[config.mk]
export PLATFORM = sky130hd
export DESIGN_NAME = time_setter_flat
export DESIGN_NICKNAME = d
export VERILOG_FILES = /design/src/rtl/time_setter_if.sv /design/src/rtl/time_setter.sv /design/src/flat_wrapper.sv
export SDC_FILE = /design/constraint.sdc
export NUM_CORES = 1
export LEC_CHECK = 0
export BUFFER_PORTS_ARGS = -buffer_cell sky130_fd_sc_hd__buf_4
export CAP_MARGIN = 20
export CORE_MARGIN = 2
export CORE_UTILIZATION = 35
export CTS_BUF_LIST = sky130_fd_sc_hd__clkbuf_2
export CTS_CLUSTER_DIAMETER = 200
export DETAILED_ROUTE_END_ITERATION = 7
export GPL_TIMING_DRIVEN = 0
export PLACE_DENSITY_LB_ADDON = 0.15
export SYNTH_ARGS = -nofsm -noshare
export SYNTH_HDL_FRONTEND = slang
export SYNTH_SLANG_ARGS = --single-unit
[constraint.sdc]
create_clock -name clk -period 2.5 [get_ports clk]
set_input_delay 0.375 -clock clk [delete_from_list [all_inputs] [get_ports clk]]
set_output_delay 0.375 -clock clk [all_outputs]
set_load 0.05 [all_outputs]
[src/rtl/time_setter_if.sv]
// time_setter_if: groups the button, running-time, shadow-time and control
// signals between the time-setting controller and the rest of the clock.
//   master : button/time source (debouncer + counters); drives btn_*, cur_*
//   slave  : time_setter; drives set_*, load, sec_clr, hold, edit_field
interface time_setter_if;
  logic       btn_mode;
  logic       btn_inc;
  logic       btn_dec;
  logic       btn_cancel;
  logic [3:0] cur_min0;
  logic [2:0] cur_min1;
  logic [3:0] cur_hr0;
  logic [1:0] cur_hr1;
  logic [3:0] set_min0;
  logic [2:0] set_min1;
  logic [3:0] set_hr0;
  logic [1:0] set_hr1;
  logic       load;
  logic       sec_clr;
  logic       hold;
  logic [1:0] edit_field;

  modport master (
    output btn_mode, btn_inc, btn_dec, btn_cancel,
    output cur_min0, cur_min1, cur_hr0, cur_hr1,
    input  set_min0, set_min1, set_hr0, set_hr1,
    input  load, sec_clr, hold, edit_field
  );

  modport slave (
    input  btn_mode, btn_inc, btn_dec, btn_cancel,
    input  cur_min0, cur_min1, cur_hr0, cur_hr1,
    output set_min0, set_min1, set_hr0, set_hr1,
    output load, sec_clr, hold, edit_field
  );
endinterface

[src/rtl/time_setter.sv]
// time_setter: time-setting controller for the 24-hour digital clock.
// Captures the running time into shadow BCD registers on btn_mode, lets the
// user edit hours then minutes with inc/dec, and commits with a one-cycle
// load/sec_clr strobe. hold stays high while editing to freeze the timebase.
// Ports:
//   clk  - system clock
//   clr  - synchronous active-high reset
//   bus  - time_setter_if.slave: buttons, cur_* in; set_*, load, sec_clr,
//          hold, edit_field out (all outputs registered)
module time_setter (
  input  logic          clk,
  input  logic          clr,
  time_setter_if.slave  bus
);

  typedef enum logic [1:0] {
    RUN      = 2'd0,
    EDIT_HR  = 2'd1,
    EDIT_MIN = 2'd2,
    COMMIT   = 2'd3
  } state_t;

  state_t     state;
  logic [1:0] hr1;
  logic [3:0] hr0;
  logic [2:0] min1;
  logic [3:0] min0;
  logic       load_r;
  logic       sec_clr_r;
  logic       hold_r;
  logic [1:0] field_r;

  // BCD neighbours of the current shadow value
  logic [1:0] hr1_inc, hr1_dec;
  logic [3:0] hr0_inc, hr0_dec;
  logic [2:0] min1_inc, min1_dec;
  logic [3:0] min0_inc, min0_dec;

  logic step_up;
  logic step_dn;

  // Simultaneous inc and dec cancel out and leave the shadow unchanged.
  assign step_up = bus.btn_inc & ~bus.btn_dec;
  assign step_dn = bus.btn_dec & ~bus.btn_inc;

  always_comb begin
    hr1_inc = hr1;
    hr0_inc = hr0;
    if (hr1 == 2'd2 && hr0 == 4'd3) begin
      hr1_inc = 2'd0;
      hr0_inc = 4'd0;
    end else if (hr0 == 4'd9) begin
      hr1_inc = hr1 + 2'd1;
      hr0_inc = 4'd0;
    end else begin
      hr0_inc = hr0 + 4'd1;
    end

    hr1_dec = hr1;
    hr0_dec = hr0;
    if (hr1 == 2'd0 && hr0 == 4'd0) begin
      hr1_dec = 2'd2;
      hr0_dec = 4'd3;
    end else if (hr0 == 4'd0) begin
      hr1_dec = hr1 - 2'd1;
      hr0_dec = 4'd9;
    end else begin
      hr0_dec = hr0 - 4'd1;
    end

    // Minute wrap stays inside the minute field; hours are never touched.
    min1_inc = min1;
    min0_inc = min0;
    if (min0 == 4'd9) begin
      min0_inc = 4'd0;
      min1_inc = (min1 == 3'd5) ? 3'd0 : min1 + 3'd1;
    end else begin
      min0_inc = min0 + 4'd1;
    end

    min1_dec = min1;
    min0_dec = min0;
    if (min0 == 4'd0) begin
      min0_dec = 4'd9;
      min1_dec = (min1 == 3'd0) ? 3'd5 : min1 - 3'd1;
    end else begin
      min0_dec = min0 - 4'd1;
    end
  end

  // Outputs are registered alongside the state transition so they are
  // valid in the same cycle the new state takes effect.
  always_ff @(posedge clk) begin
    if (clr) begin
      state     <= RUN;
      hr1       <= '0;
      hr0       <= '0;
      min1      <= '0;
      min0      <= '0;
      load_r    <= 1'b0;
      sec_clr_r <= 1'b0;
      hold_r    <= 1'b0;
      field_r   <= 2'b00;
    end else begin
      load_r    <= 1'b0;
      sec_clr_r <= 1'b0;
      case (state)
        RUN: begin
          if (bus.btn_mode) begin
            state   <= EDIT_HR;
            hr1     <= bus.cur_hr1;
            hr0     <= bus.cur_hr0;
            min1    <= bus.cur_min1;
            min0    <= bus.cur_min0;
            hold_r  <= 1'b1;
            field_r <= 2'b01;
          end
        end
        EDIT_HR: begin
          if (bus.btn_cancel) begin
            state   <= RUN;
            hold_r  <= 1'b0;
            field_r <= 2'b00;
          end else if (bus.btn_mode) begin
            state   <= EDIT_MIN;
            field_r <= 2'b10;
          end else if (step_up) begin
            hr1 <= hr1_inc;
            hr0 <= hr0_inc;
          end else if (step_dn) begin
            hr1 <= hr1_dec;
            hr0 <= hr0_dec;
          end
        end
        EDIT_MIN: begin
          if (bus.btn_cancel) begin
            state   <= RUN;
            hold_r  <= 1'b0;
            field_r <= 2'b00;
          end else if (bus.btn_mode) begin
            state     <= COMMIT;
            load_r    <= 1'b1;
            sec_clr_r <= 1'b1;
            field_r   <= 2'b00;
          end else if (step_up) begin
            min1 <= min1_inc;
            min0 <= min0_inc;
          end else if (step_dn) begin
            min1 <= min1_dec;
            min0 <= min0_dec;
          end
        end
        COMMIT: begin
          state   <= RUN;
          hold_r  <= 1'b0;
          field_r <= 2'b00;
        end
        default: begin
          state   <= RUN;
          hold_r  <= 1'b0;
          field_r <= 2'b00;
        end
      endcase
    end
  end

  assign bus.set_hr1    = hr1;
  assign bus.set_hr0    = hr0;
  assign bus.set_min1   = min1;
  assign bus.set_min0   = min0;
  assign bus.load       = load_r;
  assign bus.sec_clr    = sec_clr_r;
  assign bus.hold       = hold_r;
  assign bus.edit_field = field_r;

endmodule

[src/flat_wrapper.sv]
// flat-port wrapper written by rule: the top's interface ports become plain ports
module time_setter_flat 
  (clk, clr, bus_btn_mode, bus_btn_inc, bus_btn_dec, bus_btn_cancel, bus_cur_min0, bus_cur_min1, bus_cur_hr0, bus_cur_hr1, bus_set_min0, bus_set_min1, bus_set_hr0, bus_set_hr1, bus_load, bus_sec_clr, bus_hold, bus_edit_field);
  time_setter_if bus_i ();
  input  logic clk;
  input  logic clr;
  input wire logic [$bits(bus_i.btn_mode)-1:0] bus_btn_mode;
  input wire logic [$bits(bus_i.btn_inc)-1:0] bus_btn_inc;
  input wire logic [$bits(bus_i.btn_dec)-1:0] bus_btn_dec;
  input wire logic [$bits(bus_i.btn_cancel)-1:0] bus_btn_cancel;
  input wire logic [$bits(bus_i.cur_min0)-1:0] bus_cur_min0;
  input wire logic [$bits(bus_i.cur_min1)-1:0] bus_cur_min1;
  input wire logic [$bits(bus_i.cur_hr0)-1:0] bus_cur_hr0;
  input wire logic [$bits(bus_i.cur_hr1)-1:0] bus_cur_hr1;
  output wire logic [$bits(bus_i.set_min0)-1:0] bus_set_min0;
  output wire logic [$bits(bus_i.set_min1)-1:0] bus_set_min1;
  output wire logic [$bits(bus_i.set_hr0)-1:0] bus_set_hr0;
  output wire logic [$bits(bus_i.set_hr1)-1:0] bus_set_hr1;
  output wire logic [$bits(bus_i.load)-1:0] bus_load;
  output wire logic [$bits(bus_i.sec_clr)-1:0] bus_sec_clr;
  output wire logic [$bits(bus_i.hold)-1:0] bus_hold;
  output wire logic [$bits(bus_i.edit_field)-1:0] bus_edit_field;
  assign bus_i.btn_mode = bus_btn_mode;
  assign bus_i.btn_inc = bus_btn_inc;
  assign bus_i.btn_dec = bus_btn_dec;
  assign bus_i.btn_cancel = bus_btn_cancel;
  assign bus_i.cur_min0 = bus_cur_min0;
  assign bus_i.cur_min1 = bus_cur_min1;
  assign bus_i.cur_hr0 = bus_cur_hr0;
  assign bus_i.cur_hr1 = bus_cur_hr1;
  assign bus_set_min0 = bus_i.set_min0;
  assign bus_set_min1 = bus_i.set_min1;
  assign bus_set_hr0 = bus_i.set_hr0;
  assign bus_set_hr1 = bus_i.set_hr1;
  assign bus_load = bus_i.load;
  assign bus_sec_clr = bus_i.sec_clr;
  assign bus_hold = bus_i.hold;
  assign bus_edit_field = bus_i.edit_field;
  time_setter u_core (.clk(clk), .clr(clr), .bus(bus_i));
endmodule
# Yosys cells after proc, flatten, opt, wreduce, memory -nomap -nowiden

Cells that the tools add are included.

Word-level logic and storage cells: 111
Bits in registers: 19

$add $sub $neg: 8
Equal/unequal tests: 22
Muxes and demuxes: 51
Reduce and logical (&&, ||, !) cells: 17
Bitwise operators: 5

Operators with widths:

| operator            | count |
|---|---|
| $mux 4              | 16 |
| $mux 2              | 16 |
| $mux 3              | 9 |
| $pmux 2 s4          | 2 |
| $pmux 4 s2          | 2 |
| $reduce_and 7->1    | 2 |
| $ne 2x2->1 const B  | 5 |
| $reduce_and 5->1    | 2 |
| $ne 3x1->1 const B  | 3 |
| $ne 3x3->1 const B  | 3 |
| $add 4x1->4 const B | 2 |
| $eq 4x4->1 const B  | 2 |
| $logic_not 4->1     | 2 |
| $sub 4x1->4 const B | 2 |
| $eq 2x2->1 const B  | 3 |
| $pmux 3 s2          | 1 |
| $eq 4x2->1 const B  | 1 |
| $logic_not 2->1     | 2 |
| $ne 4x1->1 const B  | 1 |
| $ne 4x4->1 const B  | 1 |
| $pmux 2 s2          | 1 |
| $reduce_bool 2->1   | 2 |
| $add 3x1->3 const B | 1 |
| $eq 3x3->1 const B  | 1 |
| 15 further kinds    | 21 |

# Logic depth before layout (Yosys ltp)

Gate-level depths: netlist (run 1).

Word-level depth: 8
Gate-level depth with buffers: 8

# Worst setup path before layout (run 1)

Ideal clock, no wire load.

Path type: register to register
Start: register u_core.hr0[0] (netlist: u_core.bus.set_hr0[0])
End: register u_core.hr1[1] (netlist: u_core.bus.set_hr1[1])
Library setup time: 0.101 ns
Slack: 0.337 ns
Data arrival time: 2.062 ns
Cell stages (with the launch flop): 6
Clock period less this slack: 2.163 ns
Path through: dfxtp_1 > ha_1 > nor4bb_1 > o21ai_0 > a31o_2 > o41ai_1

Word-level cells in the longest chain between the ends: 8
Elaborated cells on any way between the ends: 15
Classes of those cells: eq/ne (4); mux (7); reduce/logical (4)

RTL lines:

| item                     | line                                 | text |
|---|---|---|
| start: declaration       | time_setter.sv:25                    | `logic [3:0] hr0;` |
| start signal: assignment | time_setter.sv:112                   | `hr0 <= bus.cur_hr0;` |
| start signal: assignment | time_setter.sv:129                   | `hr0 <= hr0_inc;` |
| start signal: assignment | time_setter.sv:132                   | `hr0 <= hr0_dec;` |
| $logic_not 4->1          | time_setter.sv:61, time_setter.sv:64 |  |
| $logic_and 1x1->1        | time_setter.sv:61                    | `if (hr1 == 2'd0 && hr0 == 4'd0) begin` |
| $mux 2                   | time_setter.sv:61                    |  |
| $mux 2                   | time_setter.sv:130                   | `end else if (step_dn) begin` |
| $mux 2                   | time_setter.sv:127                   | `end else if (step_up) begin` |
| $mux 2                   | time_setter.sv:124                   | `end else if (bus.btn_mode) begin` |
| $mux 2                   | time_setter.sv:120                   | `if (bus.btn_cancel) begin` |
| $pmux 2 s2               | time_setter.sv:107                   | `case (state)` |
| end signal: assignment   | time_setter.sv:111                   | `hr1 <= bus.cur_hr1;` |
| end signal: assignment   | time_setter.sv:128                   | `hr1 <= hr1_inc;` |
| end signal: assignment   | time_setter.sv:131                   | `hr1 <= hr1_dec;` |
| end: declaration         | time_setter.sv:24                    | `logic [1:0] hr1;` |

Parallel ways exist; a longest one is shown, timed or not. The select of a mux whose other input is x is not followed.
A chain may end at the register's enable or synchronous reset.

# Worst setup path after layout (run 1)

Same ends and word-level chain as after synthesis.

==> run_results.csv, run 1 <==
group,metric,value,unit
global_routing,gr-usage-met2,27.0,%
clock_tree,cts_buffers,3,
clock_tree,cts_tree,"done",
clock_tree,path_clk_slew,0.21,ns
final_layout,layout.cells.most_common,"buf_4",
synthesis,syn_area,0.00149,sq mm
clock_tree,cts_setup_buffers,0,
timing,rsz0062_at_grt,"no",
worst_hold_path,hp-class,"in -> reg",
worst_hold_path,whs_endpoint,"u_core.bus.load",
final_layout,layout_common_cells,"buf_4 (35), nor2_1 (26), dfxtp_1 (19), a21oi_1 (18), nand2_1 (15)",
timing,drv_slew,0,
drt,drtIter0Drc,122,
worst_hold_path,hp-start,"bus_btn_cancel",
global_routing,grt_max_degree,12,
final_layout,nNetsFinal,269,
power_and_ir_drop,total_power,989,uW
global_routing,grt_util_met1,23.8,%
drt,antenna_left,0,
floorplan,die_area,0.00480,sq mm
run,drv_cap,0,
drt,avgViaCountPerCell,5.57,
timing,period_share,89.2,%
synthesis,ys_warn_count,0,
drt,drt-total-wl,4000,um
drt,vias,1611,
timing,timing_hold_violations_final,0,
timing,timing.fmax,448,MHz
synthesis,yosys_most_used_dff,"dfxtp_1",
setup_path,rr_worst_depth,5,
synthesis,synth-seq-cells,19,
placement,hpwl,2970,um
power_and_ir_drop,p_sw_share,44.5,%
setup_path,crit_required,2.74,ns
global_routing,grt-busiest-layer,"met2",
global_routing,gr-usage-met3,3.63,%
setup_path,reg2reg_to,"u_core.bus.set_hr1[1]",
timing,tns,0,ns
placement,pre_cts_ws,0.379,ns
power_and_ir_drop,p_switching,440,uW
placement,port_buffers,34,
power_and_ir_drop,p_leak,0.000756,uW
power_and_ir_drop,intPower,549,uW
clock_tree,insertion_delay,0.33,ns
drt,drc,0,
placement,placed_cell_area,0.00181,sq mm
global_routing,grt_pass1_vias,1470,
worst_hold_path,whs_path_depth,2,
setup_path,crit_fanout,8,
setup_path,cp_data_arrival_time,2.47,ns
global_routing,globalRouteOverflowTotal,0,
timing,slew_headroom,49.2,%
global_routing,grt.total_usage,16.9,%
setup_path,crit_type,"reg -> reg",
global_routing,grt_pass1_wl,6850,um
timing,finalSetupViolations,0,
setup_path,crit_path_end_kind,"register",
final_layout,final_cell_area,0.00183,sq mm
synthesis,syn_inst,201,
power_and_ir_drop,peakVddDrop,0.267,mV
global_routing,antenna_found_initial,0,
floorplan,die_w,69.3,um
final_layout,drive_gt1_share,20.5,%
power_and_ir_drop,p_seq_share,38.4,%
status,status,"finished clean",
timing,tightest_slew,0.758,ns
timing,worst_hold_slack,0.241,ns
placement,gp_congestion,0.798,
synthesis,syn_avg_cell_area,7.43,sq um
clock_tree,clock_tree.buffer_depth,2,
synthesis,syn_nets,230,
power_and_ir_drop,p_clk_share,14.4,%
drt,dr.pass1.iters,4,
timing,fin_crit,2.23,ns
final_layout,antenna_cells,0,
clock_tree,ctsHoldBuffers,0,
floorplan,core-area,0.00406,sq mm
floorplan,start_util,36.8,%
setup_path,startpoint_type,"register",
clock_tree,post_cts_resized,0,
synthesis,async_flop_share,0,%
synthesis,synth_cell_type_count,51,
synthesis,synth_edf_count,0,
timing,worst_slack,0.269,ns
final_layout,area_growth,22.6,%
clock_tree,root_buffer,"clkbuf_2",
setup_path,r2r_slack,0.27,ns
timing,finalClockSkew,0.0105,ns
clock_tree,clock-sinks,19,
floorplan,top_level_ports,37,
floorplan,die_h,69.3,um
setup_path,r2r_start,"u_core.bus.set_hr0[0]",
synthesis,synth-seq-area-share,25.5,%
clock_tree,htreeDepth,1,
floorplan,num_rows,23,
drt,avgRoutedWirePerCell,13.8,um
power_and_ir_drop,p_per_area,540,mW/mm^2
power_and_ir_drop,combPwrFrac,47.2,%
power groups by stage:
stage	registers, uW	clock network, uW	logic, uW
finish	380	143	467
global route	386	155	513
CTS	379	147	466
detailed placement	385	0	465
global placement	385	0	463
floorplan	471	0	245
state kept, by name, indices dropped and copies added, names as in the netlist:
signal                 flops
u_core.bus.set_hr0         4
u_core.bus.set_min0        4
u_core.bus.hold            1
u_core.bus.edit_field      2
u_core.bus.set_min1        3
u_core.bus.set_hr1         2
u_core.bus.load            1
u_core.state               2
per-layer routing:
layer  wire (um)  vias to the layer above
li1            -                      808
met1        1950                      760
met2        1820                       41
met3         206                        2
met4          18                        0
met5           0                        -
worst max-delay path: stages, from the launching register on:
cell      delay [ns]
dfxtp_1         0.54
ha_1            0.27
nor4bb_1        0.49
o21ai_0         0.23
a31o_2          0.31
o41ai_1         0.31
synth_stat cells, drive strengths merged (2+ instances only):
| cell | number | area share, % |
|---|---|---|
| a211oi | 2 | 1.0 |
| a21oi | 18 | 6.0 |
| a311o | 2 | 1.3 |
| a311oi | 3 | 1.8 |
| a31oi | 3 | 1.3 |
| and3 | 2 | 0.84 |
| and3b | 2 | 1.2 |
| buf | 5 | 2.2 |
| clkbuf | 11 | 2.8 |
| dfxtp | 19 | 25 |
| ha | 10 | 8.4 |
| inv | 12 | 3.0 |
| nand2 | 15 | 3.8 |
| nand2b | 3 | 1.3 |
| nand3 | 9 | 3.0 |
| nor2 | 26 | 6.5 |
| nor2b | 5 | 2.1 |
| nor3 | 3 | 1.0 |
| o21ai | 11 | 3.7 |
| o221a | 4 | 3.0 |
| o31ai | 5 | 2.5 |
| o41ai | 3 | 1.8 |
| or3 | 3 | 1.3 |
per-stage QoR:
stage	cells	util [%]
2_1_floorplan	201	-
3_5_place_dp	285	44.6
3_3_place_gp	285	44.6
4_1_cts	289	45.1
5_1_grt	289	45.1
6_report	289	45.1
logic make-up after synthesis:
family,after synthesis,synth area share [%]
xor gates and xnor gates,2,1.17
muxes,2,1.68
DFF,19,25.5
AOI/OAI and AO/OA,65,30.5
and+or+nand+nor,75,24.8
buffers and inverters,28,7.96
adders and majority gates,10,8.38
worst max-delay path by stage:
stage | startpoint | to
2_1_floorplan | u_core.bus.set_hr0[0] | u_core.bus.set_hr1[1]
3_3_place_gp | u_core.bus.set_hr0[0] | u_core.bus.set_hr1[1]
3_5_place_dp | u_core.state[0] | u_core.bus.set_hr1[1]
4_1_cts | u_core.bus.set_hr0[0] | u_core.bus.set_hr1[1]
5_1_grt | u_core.state[0] | u_core.bus.set_hr1[1]
6_report | u_core.bus.set_hr0[0] | u_core.bus.set_hr1[1]
cell type report:
| class | count | area, sq um |
|---|---|---|
| Tap cell | 50 | 62.6 |
| Sequential cell | 19 | 380 |
| Fill cell | 425 | 2230 |
| Inverter | 12 | 45.0 |
| Timing Repair Buffer | 34 | 255 |
| Buffer | 16 | 73.8 |
| Clock inverter | 1 | 5.00 |
| Multi-Input combinational cell | 154 | 993 |
| Clock buffer | 3 | 15.0 |
No activity file was read; power rests on OpenSTA's default activity.
==> inputs of run 2 (changes only) <==
Settings changed: CORE_UTILIZATION 35 to 53, CTS_BUF_LIST sky130_fd_sc_hd__clkbuf_2 to sky130_fd_sc_hd__clkbuf_8 sky130_fd_sc_hd__clkbuf_16.
==> run 2 against run 1 <==
  * Sequential share of layout area about the same
  * Clock-buffer cell count did not move
  * Combinational power is 0.9% lower
  * Sequential power fell by 1%
  * Setup slack better by 0.088 ns
  * Die area decreased by 32%
  * Critical path depth is 2 higher
  * Largest power group unchanged
==> run_results.csv, run 2 (synthesis results as in run 1) <==
group,metric,value,unit
placement,hpwl,2650,um
worst_hold_path,hp-class,"in -> reg",
run,drv_cap,0,
final_layout,layout.cells.most_common,"buf_4",
final_layout,register_area,380,sq um
clock_tree,cts_tree,"done",
drt,drtIter0Drc,61,
clock_tree,root_buffer,"clkbuf_8",
final_layout,antenna_cells,0,
timing,period_share,85.7,%
drt,avgRoutedWirePerCell,13.3,um
setup_path,cp_slowest_stage_delay,0.35,ns
drt,vias,1581,
power_and_ir_drop,p_leak,0.000766,uW
setup_path,cp_data_arrival_time,2.30,ns
power_and_ir_drop,peakVddDrop,0.412,mV
status,status,"finished clean",
placement,pre_cts_ws,0.357,ns
global_routing,antenna_found_initial,0,
final_layout,n_fill_cell,264,
clock_tree,path_clk_slew,0.08,ns
clock_tree,cts_buffers,3,
clock_tree,insertion_delay,0.26,ns
setup_path,startpoint_type,"register",
setup_path,crit_required,2.65,ns
final_layout,drive_gt1_share,20.1,%
timing,worst_slack,0.357,ns
worst_hold_path,whs_path_depth,2,
floorplan,core-area,0.00271,sq mm
global_routing,grt.total_usage,23.2,%
drt,drc,0,
clock_tree,clock-sinks,19,
clock_tree,cts_setup_buffers,0,
floorplan,die_w,57.1,um
floorplan,die_h,57.1,um
final_layout,area_growth,22.7,%
floorplan,num_rows,19,
setup_path,crit_path_end_kind,"register",
timing,finalClockSkew,0.00767,ns
timing,fin_crit,2.14,ns
final_layout,nNetsFinal,269,
setup_path,crit_type,"reg -> reg",
timing,drv_slew,0,
timing,tns,0,ns
floorplan,top_level_ports,37,
timing,finalSetupViolations,0,
clock_tree,clock_tree.buffer_depth,2,
setup_path,critPathSlowestCell,"o41ai_1",
timing,rsz0062_at_grt,"no",
drt,avgViaCountPerCell,5.86,
floorplan,die_area,0.00326,sq mm
global_routing,grt_pass1_vias,1426,
setup_path,crit_fanout,10,
setup_path,crit_chain,"inv_1 > ha_1 > clkbuf_1 > nor2b_1 > a31oi_1 > a31o_2 > o41ai_1",
final_layout,multiInputGateArea,993,sq um
timing,timing.fmax,467,MHz
timing,tightest_slew,0.746,ns
clock_tree,post_cts_resized,0,
global_routing,grt_pass1_wl,6200,um
global_routing,grt_max_degree,11,
timing,slew_headroom,50.0,%
global_routing,globalRouteOverflowTotal,0,
final_layout,layout_common_cells,"buf_4 (35), nor2_1 (26), dfxtp_1 (19), a21oi_1 (18), nand2_1 (15)",
placement,port_buffers,34,
drt,dr.pass1.iters,4,
placement,gp_congestion,0.866,
timing,timing_hold_violations_final,0,
drt,drt-total-wl,3580,um
floorplan,start_util,55.1,%
drt,antenna_left,0,
clock_tree,htreeDepth,1,
clock_tree,ctsHoldBuffers,0,
power_and_ir_drop,p_per_area,574,mW/mm^2
setup_path,rr_worst_depth,7,
run 2: final cells by class:
cell class | instances | share of cell area, %
Clock inverter | 1 | 0.205
Multi-Input combinational cell | 154 | 54.2
Sequential cell | 19 | 20.8
Buffer | 16 | 4.03
Clock buffer | 3 | 2.25
Timing Repair Buffer | 34 | 13.9
Tap cell | 31 | 2.12
Inverter | 12 | 2.46
run 2: critical path, delay by kind of cell, from the launching register on:
kind | cells | cell delay, ns
adder cells (fa/ha/maj) | 1 | 0.16
buffers and inverters | 2 | 0.39
flip-flops | 1 | 0.32
AO/OA/AOI/OAI | 3 | 0.96
AND/OR/NAND/NOR | 1 | 0.21
run 2: routing by layer:
layer	track usage (%)	vias to the layer above	part of all wire, %
li1	-	816	-
met3	2.49	2	4.1
met5	0	-	0
met1	33.3	723	49
met4	5.32	0	0.61
met2	37.6	40	47
run 2: worst paths after layout:
path,startpoint,end,slack [ns]
hold reg to reg,u_core.bus.set_hr1[1],u_core.bus.set_hr1[1],0.53
hold / removal,bus_btn_cancel,u_core.bus.load,0.35
setup / recovery,u_core.state[1],u_core.bus.set_hr1[1],0.36
setup reg to reg,u_core.state[1],u_core.bus.set_hr1[1],0.36
run 2: per-stage QoR:
step	hold slack, ns	cell area [sq um]	power, uW	std cells	util (%)
global placement	0.512	1790	839	266	65.9
detailed placement	0.515	1790	840	266	65.9
global route	0.350	1830	1120	270	67.6
finish	0.347	1830	1050	270	67.6
floorplan	0.454	1490	717	201	-
CTS	0.336	1830	1050	270	67.6
run 2: power breakdown:
part / switching [uW] / internal, uW / total [uW]
sequential: 41.1 / 335 / 376
clock: 103 / 109 / 212
combinational: 284 / 178 / 463
total: 429 / 622 / 1050
